**config.mk**
```make
export PLATFORM = sky130hd
export DESIGN_NAME = command_dispatcher
export DESIGN_NICKNAME = d
export VERILOG_FILES = /design/src/rtl/command_dispatcher.sv
export SDC_FILE = /design/constraint.sdc
export NUM_CORES = 1
export LEC_CHECK = 0
export CORE_MARGIN = 5
export CORE_UTILIZATION = 51
export CTS_BUF_LIST = sky130_fd_sc_hd__clkbuf_8
export CTS_CLUSTER_SIZE = 10
export DETAILED_ROUTE_END_ITERATION = 10
export HOLD_SLACK_MARGIN = 0.08
export PLACE_DENSITY = 0.8
export SLEW_MARGIN = 20
export SYNTH_ARGS = -nofsm -noshare
export SYNTH_HDL_FRONTEND = slang
export SYNTH_SLANG_ARGS = --single-unit
```
**constraint.sdc**
```tcl
create_clock -name clk -period 2.9 [get_ports clk]
set_clock_uncertainty 0.15 [all_clocks]
set_input_delay 0.435 -clock clk [delete_from_list [all_inputs] [get_ports clk]]
set_output_delay 0.435 -clock clk [all_outputs]
set_load 0.005 [all_outputs]
```
**src/rtl/command_dispatcher.sv**
```systemverilog
// command_dispatcher
// Accepts a 32-bit command stream (header word followed by payload words),
// buffers the payload and either dispatches the command to one of NUM_UNITS
// execution units over a start/done handshake or applies it to the local
// colour / viewport registers. Malformed commands are drained and reported
// through a sticky error flag; a watchdog aborts units that never finish.
//
// Ports:
//   clk, rst_n            clock, synchronous active-low reset
//   cmd_valid/cmd_ready   command word handshake, cmd_data carries the word
//   cmd_data              header {opcode[31:24], flags[23:16], len[15:0]} or payload
//   unit_start/unit_done  per-unit one-cycle start pulse / completion pulse
//   payload_data          buffered payload, word i at [32i+31:32i]
//   payload_len           payload word count of the current dispatch
//   cur_flags             flags field of the current command
//   color, viewport       local state registers, viewport = {h, w, y, x}
//   busy                  high whenever the dispatcher is not idle
//   err, err_code         sticky error flag and first error code
//   err_clear             clears err and err_code
module command_dispatcher #(
    parameter int MAX_PAYLOAD    = 8,
    parameter int NUM_UNITS      = 3,
    parameter int TIMEOUT_CYCLES = 1024
) (
    input  logic                               clk,
    input  logic                               rst_n,
    input  logic                               cmd_valid,
    input  logic [31:0]                        cmd_data,
    output logic                               cmd_ready,
    output logic [NUM_UNITS-1:0]               unit_start,
    input  logic [NUM_UNITS-1:0]               unit_done,
    output logic [MAX_PAYLOAD*32-1:0]          payload_data,
    output logic [$clog2(MAX_PAYLOAD+1)-1:0]   payload_len,
    output logic [7:0]                         cur_flags,
    output logic [31:0]                        color,
    output logic [127:0]                       viewport,
    output logic                               busy,
    output logic                               err,
    output logic [1:0]                         err_code,
    input  logic                               err_clear
);

    localparam int IDX_W = $clog2(MAX_PAYLOAD);
    localparam int LEN_W = $clog2(MAX_PAYLOAD + 1);
    localparam int TO_W  = $clog2(TIMEOUT_CYCLES);

    localparam logic [7:0] OP_NOP       = 8'h00;
    localparam logic [7:0] OP_SET_COLOR = 8'h10;
    localparam logic [7:0] OP_SET_VP    = 8'h11;

    localparam logic [1:0] ERR_NONE       = 2'd0;
    localparam logic [1:0] ERR_BAD_OPCODE = 2'd1;
    localparam logic [1:0] ERR_BAD_LEN    = 2'd2;
    localparam logic [1:0] ERR_TIMEOUT    = 2'd3;

    typedef enum logic [2:0] {
        IDLE,
        PAYLOAD,
        DRAIN,
        DISPATCH,
        WAIT_DONE,
        APPLY
    } state_t;

    function automatic logic is_unit_op(input logic [7:0] op);
        return (op >= 8'd1) && (op <= 8'(NUM_UNITS));
    endfunction

    function automatic logic [1:0] header_error(input logic [7:0] op, input logic [15:0] len);
        if (op == OP_NOP)
            return (len == 16'd0) ? ERR_NONE : ERR_BAD_LEN;
        if (is_unit_op(op))
            return (len <= 16'(MAX_PAYLOAD)) ? ERR_NONE : ERR_BAD_LEN;
        if (op == OP_SET_COLOR)
            return (len == 16'd1) ? ERR_NONE : ERR_BAD_LEN;
        if (op == OP_SET_VP)
            return (len == 16'd4) ? ERR_NONE : ERR_BAD_LEN;
        return ERR_BAD_OPCODE;
    endfunction

    // One-hot select of the unit addressed by a unit opcode (opcode - 1).
    function automatic logic [NUM_UNITS-1:0] unit_mask(input logic [7:0] op);
        logic [NUM_UNITS-1:0] m;
        m = '0;
        for (int i = 0; i < NUM_UNITS; i++)
            m[i] = (op == 8'(i + 1));
        return m;
    endfunction

    state_t                 state;
    logic [7:0]             opcode_q;
    logic [15:0]            len_q;
    logic [15:0]            word_cnt;
    logic [TO_W-1:0]        tmo_cnt;
    logic [31:0]            words [MAX_PAYLOAD];

    logic [NUM_UNITS-1:0]   sel_mask;
    logic                   done_sel;
    logic [1:0]             hdr_err;
    logic                   last_word;
    logic                   tmo_hit;
    logic [1:0]             raise_code;

    for (genvar g = 0; g < MAX_PAYLOAD; g++) begin : g_payload
        assign payload_data[32*g +: 32] = words[g];
    end

    // Ready is gated by rst_n so it stays low for the whole reset interval.
    assign cmd_ready = rst_n && (state == IDLE || state == PAYLOAD || state == DRAIN);
    assign busy      = (state != IDLE);

    assign sel_mask  = unit_mask(opcode_q);
    assign done_sel  = |(unit_done & sel_mask);
    assign hdr_err   = header_error(cmd_data[31:24], cmd_data[15:0]);
    assign last_word = (word_cnt == len_q - 16'd1);
    // Done takes priority over the watchdog in the final WAIT_DONE cycle.
    assign tmo_hit   = (state == WAIT_DONE) && !done_sel && (tmo_cnt == TO_W'(TIMEOUT_CYCLES - 1));

    always_comb begin
        raise_code = ERR_NONE;
        if (state == IDLE && cmd_valid)
            raise_code = hdr_err;
        else if (tmo_hit)
            raise_code = ERR_TIMEOUT;
    end

    always_ff @(posedge clk) begin
        if (!rst_n) begin
            state       <= IDLE;
            opcode_q    <= '0;
            len_q       <= '0;
            word_cnt    <= '0;
            tmo_cnt     <= '0;
            unit_start  <= '0;
            payload_len <= '0;
            cur_flags   <= '0;
            color       <= '0;
            viewport    <= '0;
            err         <= 1'b0;
            err_code    <= ERR_NONE;
            for (int i = 0; i < MAX_PAYLOAD; i++)
                words[i] <= '0;
        end else begin
            unit_start <= '0;

            // A new error always wins over err_clear; only the first code sticks.
            if (raise_code != ERR_NONE) begin
                err <= 1'b1;
                if (!err || err_clear)
                    err_code <= raise_code;
            end else if (err_clear) begin
                err      <= 1'b0;
                err_code <= ERR_NONE;
            end

            unique case (state)
                IDLE: begin
                    if (cmd_valid) begin
                        opcode_q  <= cmd_data[31:24];
                        cur_flags <= cmd_data[23:16];
                        len_q     <= cmd_data[15:0];
                        word_cnt  <= '0;
                        for (int i = 0; i < MAX_PAYLOAD; i++)
                            words[i] <= '0;
                        if (hdr_err != ERR_NONE) begin
                            state <= (cmd_data[15:0] != 16'd0) ? DRAIN : IDLE;
                        end else if (cmd_data[15:0] != 16'd0) begin
                            state <= PAYLOAD;
                        end else if (is_unit_op(cmd_data[31:24])) begin
                            state       <= DISPATCH;
                            unit_start  <= unit_mask(cmd_data[31:24]);
                            payload_len <= '0;
                        end
                    end
                end
                PAYLOAD: begin
                    if (cmd_valid) begin
                        words[word_cnt[IDX_W-1:0]] <= cmd_data;
                        word_cnt <= word_cnt + 16'd1;
                        if (last_word) begin
                            if (is_unit_op(opcode_q)) begin
                                state       <= DISPATCH;
                                unit_start  <= sel_mask;
                                payload_len <= len_q[LEN_W-1:0];
                            end else begin
                                state <= APPLY;
                            end
                        end
                    end
                end
                DRAIN: begin
                    if (cmd_valid) begin
                        word_cnt <= word_cnt + 16'd1;
                        if (last_word)
                            state <= IDLE;
                    end
                end
                DISPATCH: begin
                    tmo_cnt <= '0;
                    state   <= WAIT_DONE;
                end
                WAIT_DONE: begin
                    if (done_sel || tmo_hit)
                        state <= IDLE;
                    else
                        tmo_cnt <= tmo_cnt + TO_W'(1);
                end
                APPLY: begin
                    if (opcode_q == OP_SET_COLOR)
                        color <= words[0];
                    else
                        viewport <= {words[3], words[2], words[1], words[0]};
                    state <= IDLE;
                end
                default: state <= IDLE;
            endcase
        end
    end

endmodule

```
# Yosys cells after proc, flatten, opt, wreduce, memory -nomap -nowiden
# Memories as Yosys holds them, arrays and structs flattened.
# Index checks and enable logic that the tools add are counted.
[op_classes]
n_addsub = 3
n_lt_le_gt_ge = 5
n_eq_ne = 32
n_mux = 81
bitwise_logic = 10
n_reduce_logical = 34
[ops]
columns = ["cell", "count"]
rows = [
  ["32-bit two-way mux", 9],
  ["3-bit two-way mux", 18],
  ["2-bit two-way mux", 18],
  ["8-bit by 2-bit == test with 1-bit output (second input constant)", 4],
  ["16-bit two-way mux", 2],
  ["16-bit case mux with 2 select lines", 1],
  ["32-bit OR reduction", 1],
  ["4-bit two-way mux", 7],
  ["8-bit by 5-bit == test with 1-bit output (second input constant)", 3],
  ["1-bit two-way mux", 21],
  ["10-bit case mux with 2 select lines", 1],
  ["16-bit by 1-bit adder with 16-bit output (second input constant)", 1],
  ["16-bit by 1-bit == test with 1-bit output (second input constant)", 1],
  ["16-bit == test", 1],
  ["16-bit by 3-bit == test with 1-bit output (second input constant)", 1],
  ["8-bit by 1-bit == test with 1-bit output (second input constant)", 2],
  ["8-bit by 1-bit greater-or-equal comparator with 1-bit output (second input constant)", 2],
  ["16-bit by 4-bit less-or-equal comparator with 1-bit output (second input constant)", 1],
  ["8-bit by 2-bit less-or-equal comparator with 1-bit output (second input constant)", 2],
  ["16-bit logical NOT", 1],
  ["2-bit inequality test (second input constant)", 8],
  ["16-bit nonzero test", 1],
  ["16-bit by 1-bit subtractor with 16-bit output (second input constant)", 1],
  ["3-bit case mux with 5 select lines", 1],
  ["other kinds (26)", 57],
]
[totals]
regBits = 231
ram_bits = 256
in_bits = 39
output_inout_bits = 436
elab_cells = 178
n_memories = 1
[memory_table]
columns = ["name", "words", "width", "rd", "rd_clocked_by_memory_dff", "wr", "line_no", "source"]
rows = [
  ["words", 8, 32, 8, 0, 8, "95", "logic [31:0] words [MAX_PAYLOAD];"],
]

# Depth between registers and ports, before layout
[depth]
ltp_word = 17
depth_mapped = 10
depth_no_buf = 10

# Worst setup path before layout
# No wires, ideal clock.
[synth_timing]
path_type = "flip-flop to flip-flop"
start = "register len_q[3]"
end = "register payload_len[0]"
setup_time_ns = 0.117
arrival_time_ns = 2.363
required_ns = 2.633
slack_ns = 0.270
stages_incl_launch_ff = 10
n_path_buf = 1
synth_period_minus_slack_ns = 2.630
cell_sequence = "dfxtp_1 -> buf_4 -> or4_4 -> nor2_2 -> a41oi_1 -> or3_1 -> nor4_2 -> and4_4 -> o21ai_2 -> a32o_2"
[synth_via]
elab_chain_cells = 4
[synth_lines]
columns = ["item", "line_no", "source"]
rows = [
  ["start, declared", "92", "logic [15:0] len_q;"],
  ["start signal, assigned", "161", "len_q <= cmd_data[15:0];"],
  ["16-bit by 1-bit subtractor with 16-bit output", "115", "assign last_word = (word_cnt == len_q - 16'd1);"],
  ["16-bit == test", "115", ""],
  ["2-bit inequality test (no line)", "n/a", ""],
  ["8-bit AND reduction (no line)", "n/a", ""],
  ["end signal, assigned", "184", "payload_len <= len_q[LEN_W-1:0];"],
  ["end, declared", "33", "output logic [$clog2(MAX_PAYLOAD+1)-1:0] payload_len,"],
]
# Every way passes these cells.
# A chain may end at the register's enable or synchronous reset.

# Worst setup path after layout
[layout_timing]
start = "register len_q[3]"
end = "register payload_len[3]"
[layout_via]
elab_chain_cells = 4
elab_cells_between_ends = 8
cone_classes = "add/sub (1); eq/ne (2); mux (4); reduce/logical (1)"
[layout_lines]
columns = ["item", "line_no"]
rows = [
  ["16-bit by 1-bit subtractor with 16-bit output or 4-bit two-way mux (tied branches)", "115, 181"],
  ["16-bit == test or 4-bit two-way mux (tied branches)", "115, 180"],
  ["2-bit inequality test (no line) or 4-bit two-way mux (tied branches)", "n/a"],
  ["8-bit AND reduction (no line) or 4-bit case mux with 2 select lines (tied branches)", "n/a"],
]
# Several ways; a longest one is shown, not always the timed one. The select of a mux whose other input is x is not followed.

==> flow_summary.toml <==
[placed_design]
dp_hpwl_um = 46600
placed_area_um2 = 25100
place.gp.congestion = 0.899
port_buffers = 474
place_inst = 2689

[clock_network]
cts_tree = "built"
htreeDepth = 3
post-cts-setup-buffers = 0
cts.sinks = 487
cts_root_buf = "clkbuf_8"
clock_path_buffers = 3
clock_latency_ns = 0.62
path_clk_slew_ns = 0.06
cts_resized = 0
ctsHoldBuffers = 0
cts_buffers = 78

[worst_setup_path]
crit_arrival_ns = 3.10
start_kind = "register"
cp.required_ns = 3.26
end_kind = "register"
crit_type = "reg -> reg"
worstPathMaxFanout = 4

[status]
status = "complete, no violations"

[timing]
period_share_pct = 94.6
layout_min_cycle_time_ns = 2.74
setup_viol = 0
fmax_ghz = 0.365
finalHoldViolCount = 0
drv_slew = 0
max_slew_margin_pct = 43.1
tightest_slew_ns = 0.851
rsz0062_at_grt = "false"

[die]
rows = 71
fp.dieW_um = 204
core_um2 = 37500
dieArea_um2 = 41700
dieHeight_um = 204
start_util_pct = 51.3
ios = 475

[synth]
async_reset_ff_share_pct = 0
ys_warn_count = 0
synth_edf_count = 256
synth_area_leader_cell = "edfxtp_1"
synth.avg_cell_area_um2 = 11.2
ys_seq_area_share_pct = 64.0
synth_seq_cells = 487
ys_top_cells_by_area = "edfxtp_1, dfxtp_1, and2_1"
synth_most_common_cell = "nand2_1"
synth_area_um2 = 19200
syn_inst = 1726
syn_nets = 1768
yosys_most_used_dff = "edfxtp_1"
ys_top_cells_by_count = "nand2_1, edfxtp_1, and2_1, dfxtp_1, a21boi_0"
synth_top_cell_area_share_pct = 39.9
ys_types = 62

[power]
p_per_area_nw_per_um2 = 553
power_mw = 14.7
p_leak_nw = 9.78
vdd.ir_drop.worst_v = 0.000388

[grt]
grt_max_degree = 168
track_usage_pct = 30.9
grt_pass1_vias = 15068
grt_overflow_total = 0
grt_pass1_wl_um = 96400
antenna_found_initial = 10

[drt]
wl_per_cell_um = 23.5
drc_errors = 0
initialDrtViolationCount = 1397
vias = 15503
ant_nets = 0
dr.pass1.iters = 7
vias_per_cell = 5.47
drt_wl_total_um = 66500

[cells_and_area]
area.growth.synth_to_final_pct = 38.1
drive_above_1_share_pct = 9.62
fin_area_um2 = 26600
multi_input_area_um2 = 6540
finalNonFillerCells = 2833
final_nets = 2300
utilization_pct = 70.9
fill_cells = 2660
regArea_um2 = 12300

[run]
cap_violations = 0

[worst_hold_path]
worst_hold_path_type = "in -> reg"
-- flip-flops by register name (all words and copies together) (netlist names) --
signal       flops
color           32
cur_flags        8
err              1
err_code         2
len_q           16
opcode_q         8
payload_len      4
state            3
tmo_cnt         10
unit_start       3
viewport       128
word_cnt        16
words          256
-- per-stage QoR --
stage	setup slack, ns	setup TNS (ns)	hold WS (ns)
3_5_place_dp	-0.536	-5.74	0.295
2_1_floorplan	0.270	0	0.288
5_1_grt	0.0342	0	0.195
4_1_cts	0.0754	0	0.163
3_3_place_gp	-0.403	-4.21	0.291
6_report	0.157	0	0.206
-- cell families (layout without fill, tap and decap cells) --
| kind of cell | Yosys count | after routing | share of synthesized area (%) |
|---|---|---|---|
| buffers and inverters | 123 | 716 | 2.48 |
| multiplexers | 38 | 38 | 1.98 |
| other | 0 | 3 | 0 |
| XOR/XNOR | 41 | 41 | 1.87 |
| AO/OA/AOI/OAI | 225 | 225 | 8.69 |
| adder cells (fa/ha/maj) | 3 | 3 | 0.195 |
| AND/OR/NAND/NOR | 809 | 809 | 20.8 |
| flip-flops | 487 | 487 | 64.0 |
-- routing by layer --
layer  GRT usage [%]  vias up  share of wire [%]
li1                -     6928                  -
met1            36.7     7470                 35
met2            53.4      901                 50
met3            6.89      204                9.6
met4            14.9        0                5.6
met5               0        -                  0
-- worst max-delay path: stages (launching register included) --
cell	delay, ns
dfxtp_1	0.33
or4_4	0.56
nor2_2	0.22
a41oi_1	0.17
or3_1	0.42
nor4_2	0.14
and4_4	0.29
o21ai_2	0.09
a32o_2	0.27
-- layout make-up --
class                      count  share of cell area (%)
antenna                        3                  0.0282
inverter                      13                   0.184
multi-input combinational   1116                    24.6
timing repair buffer         562                    21.0
sequential                   487                    46.3
clock inverter                55                    1.02
tap                          511                    2.41
clock buffer                  86                    4.45
-- placed cells by master, fill, tap and decap left out, types with 5 or more instances in the layout --
cell type        count
nor3_1              29
o21ai_1              7
and3_1               9
clkbuf_8            86
edfxtp_1           256
or3_1                7
xor2_1              18
nor2_2               5
a21oi_1              8
nand4_1              6
clkdlybuf4s50_1    472
and2_1             246
a21boi_1            27
a31oi_1              5
nor2_1              48
a21boi_0           135
nand3_1             17
clkinv_1            14
nor4_1              11
mux2i_1             38
clkinv_2             9
inv_1               43
nand2b_1             7
o21ai_0              9
nand2_1            357
nor2b_1             35
dfxtp_1            231
buf_4               75
buf_12              14
or2_2               13
xnor2_1             23
-- worst paths after layout --
check,start,slack (ns),depth (start not counted),to
max,len_q[3]$_SDFFE_PN0P_,0.16,8,payload_len[3]$_SDFFE_PN0P_
min,rst_n,0.21,4,word_cnt[2]$_SDFFE_PN0P_
max reg2reg,len_q[3]$_SDFFE_PN0P_,0.16,8,payload_len[3]$_SDFFE_PN0P_
min reg2reg,viewport[98]$_SDFFE_PN0P_,0.30,2,viewport[98]$_SDFFE_PN0P_
-- report_power, final --
part	internal, mW	total, mW	switching, mW
combinational	0.687	1.43	0.739
sequential	7.54	7.72	0.185
clock	2.89	5.56	2.66
total	11.1	14.7	3.59
(Power assumes the default switching activity.)
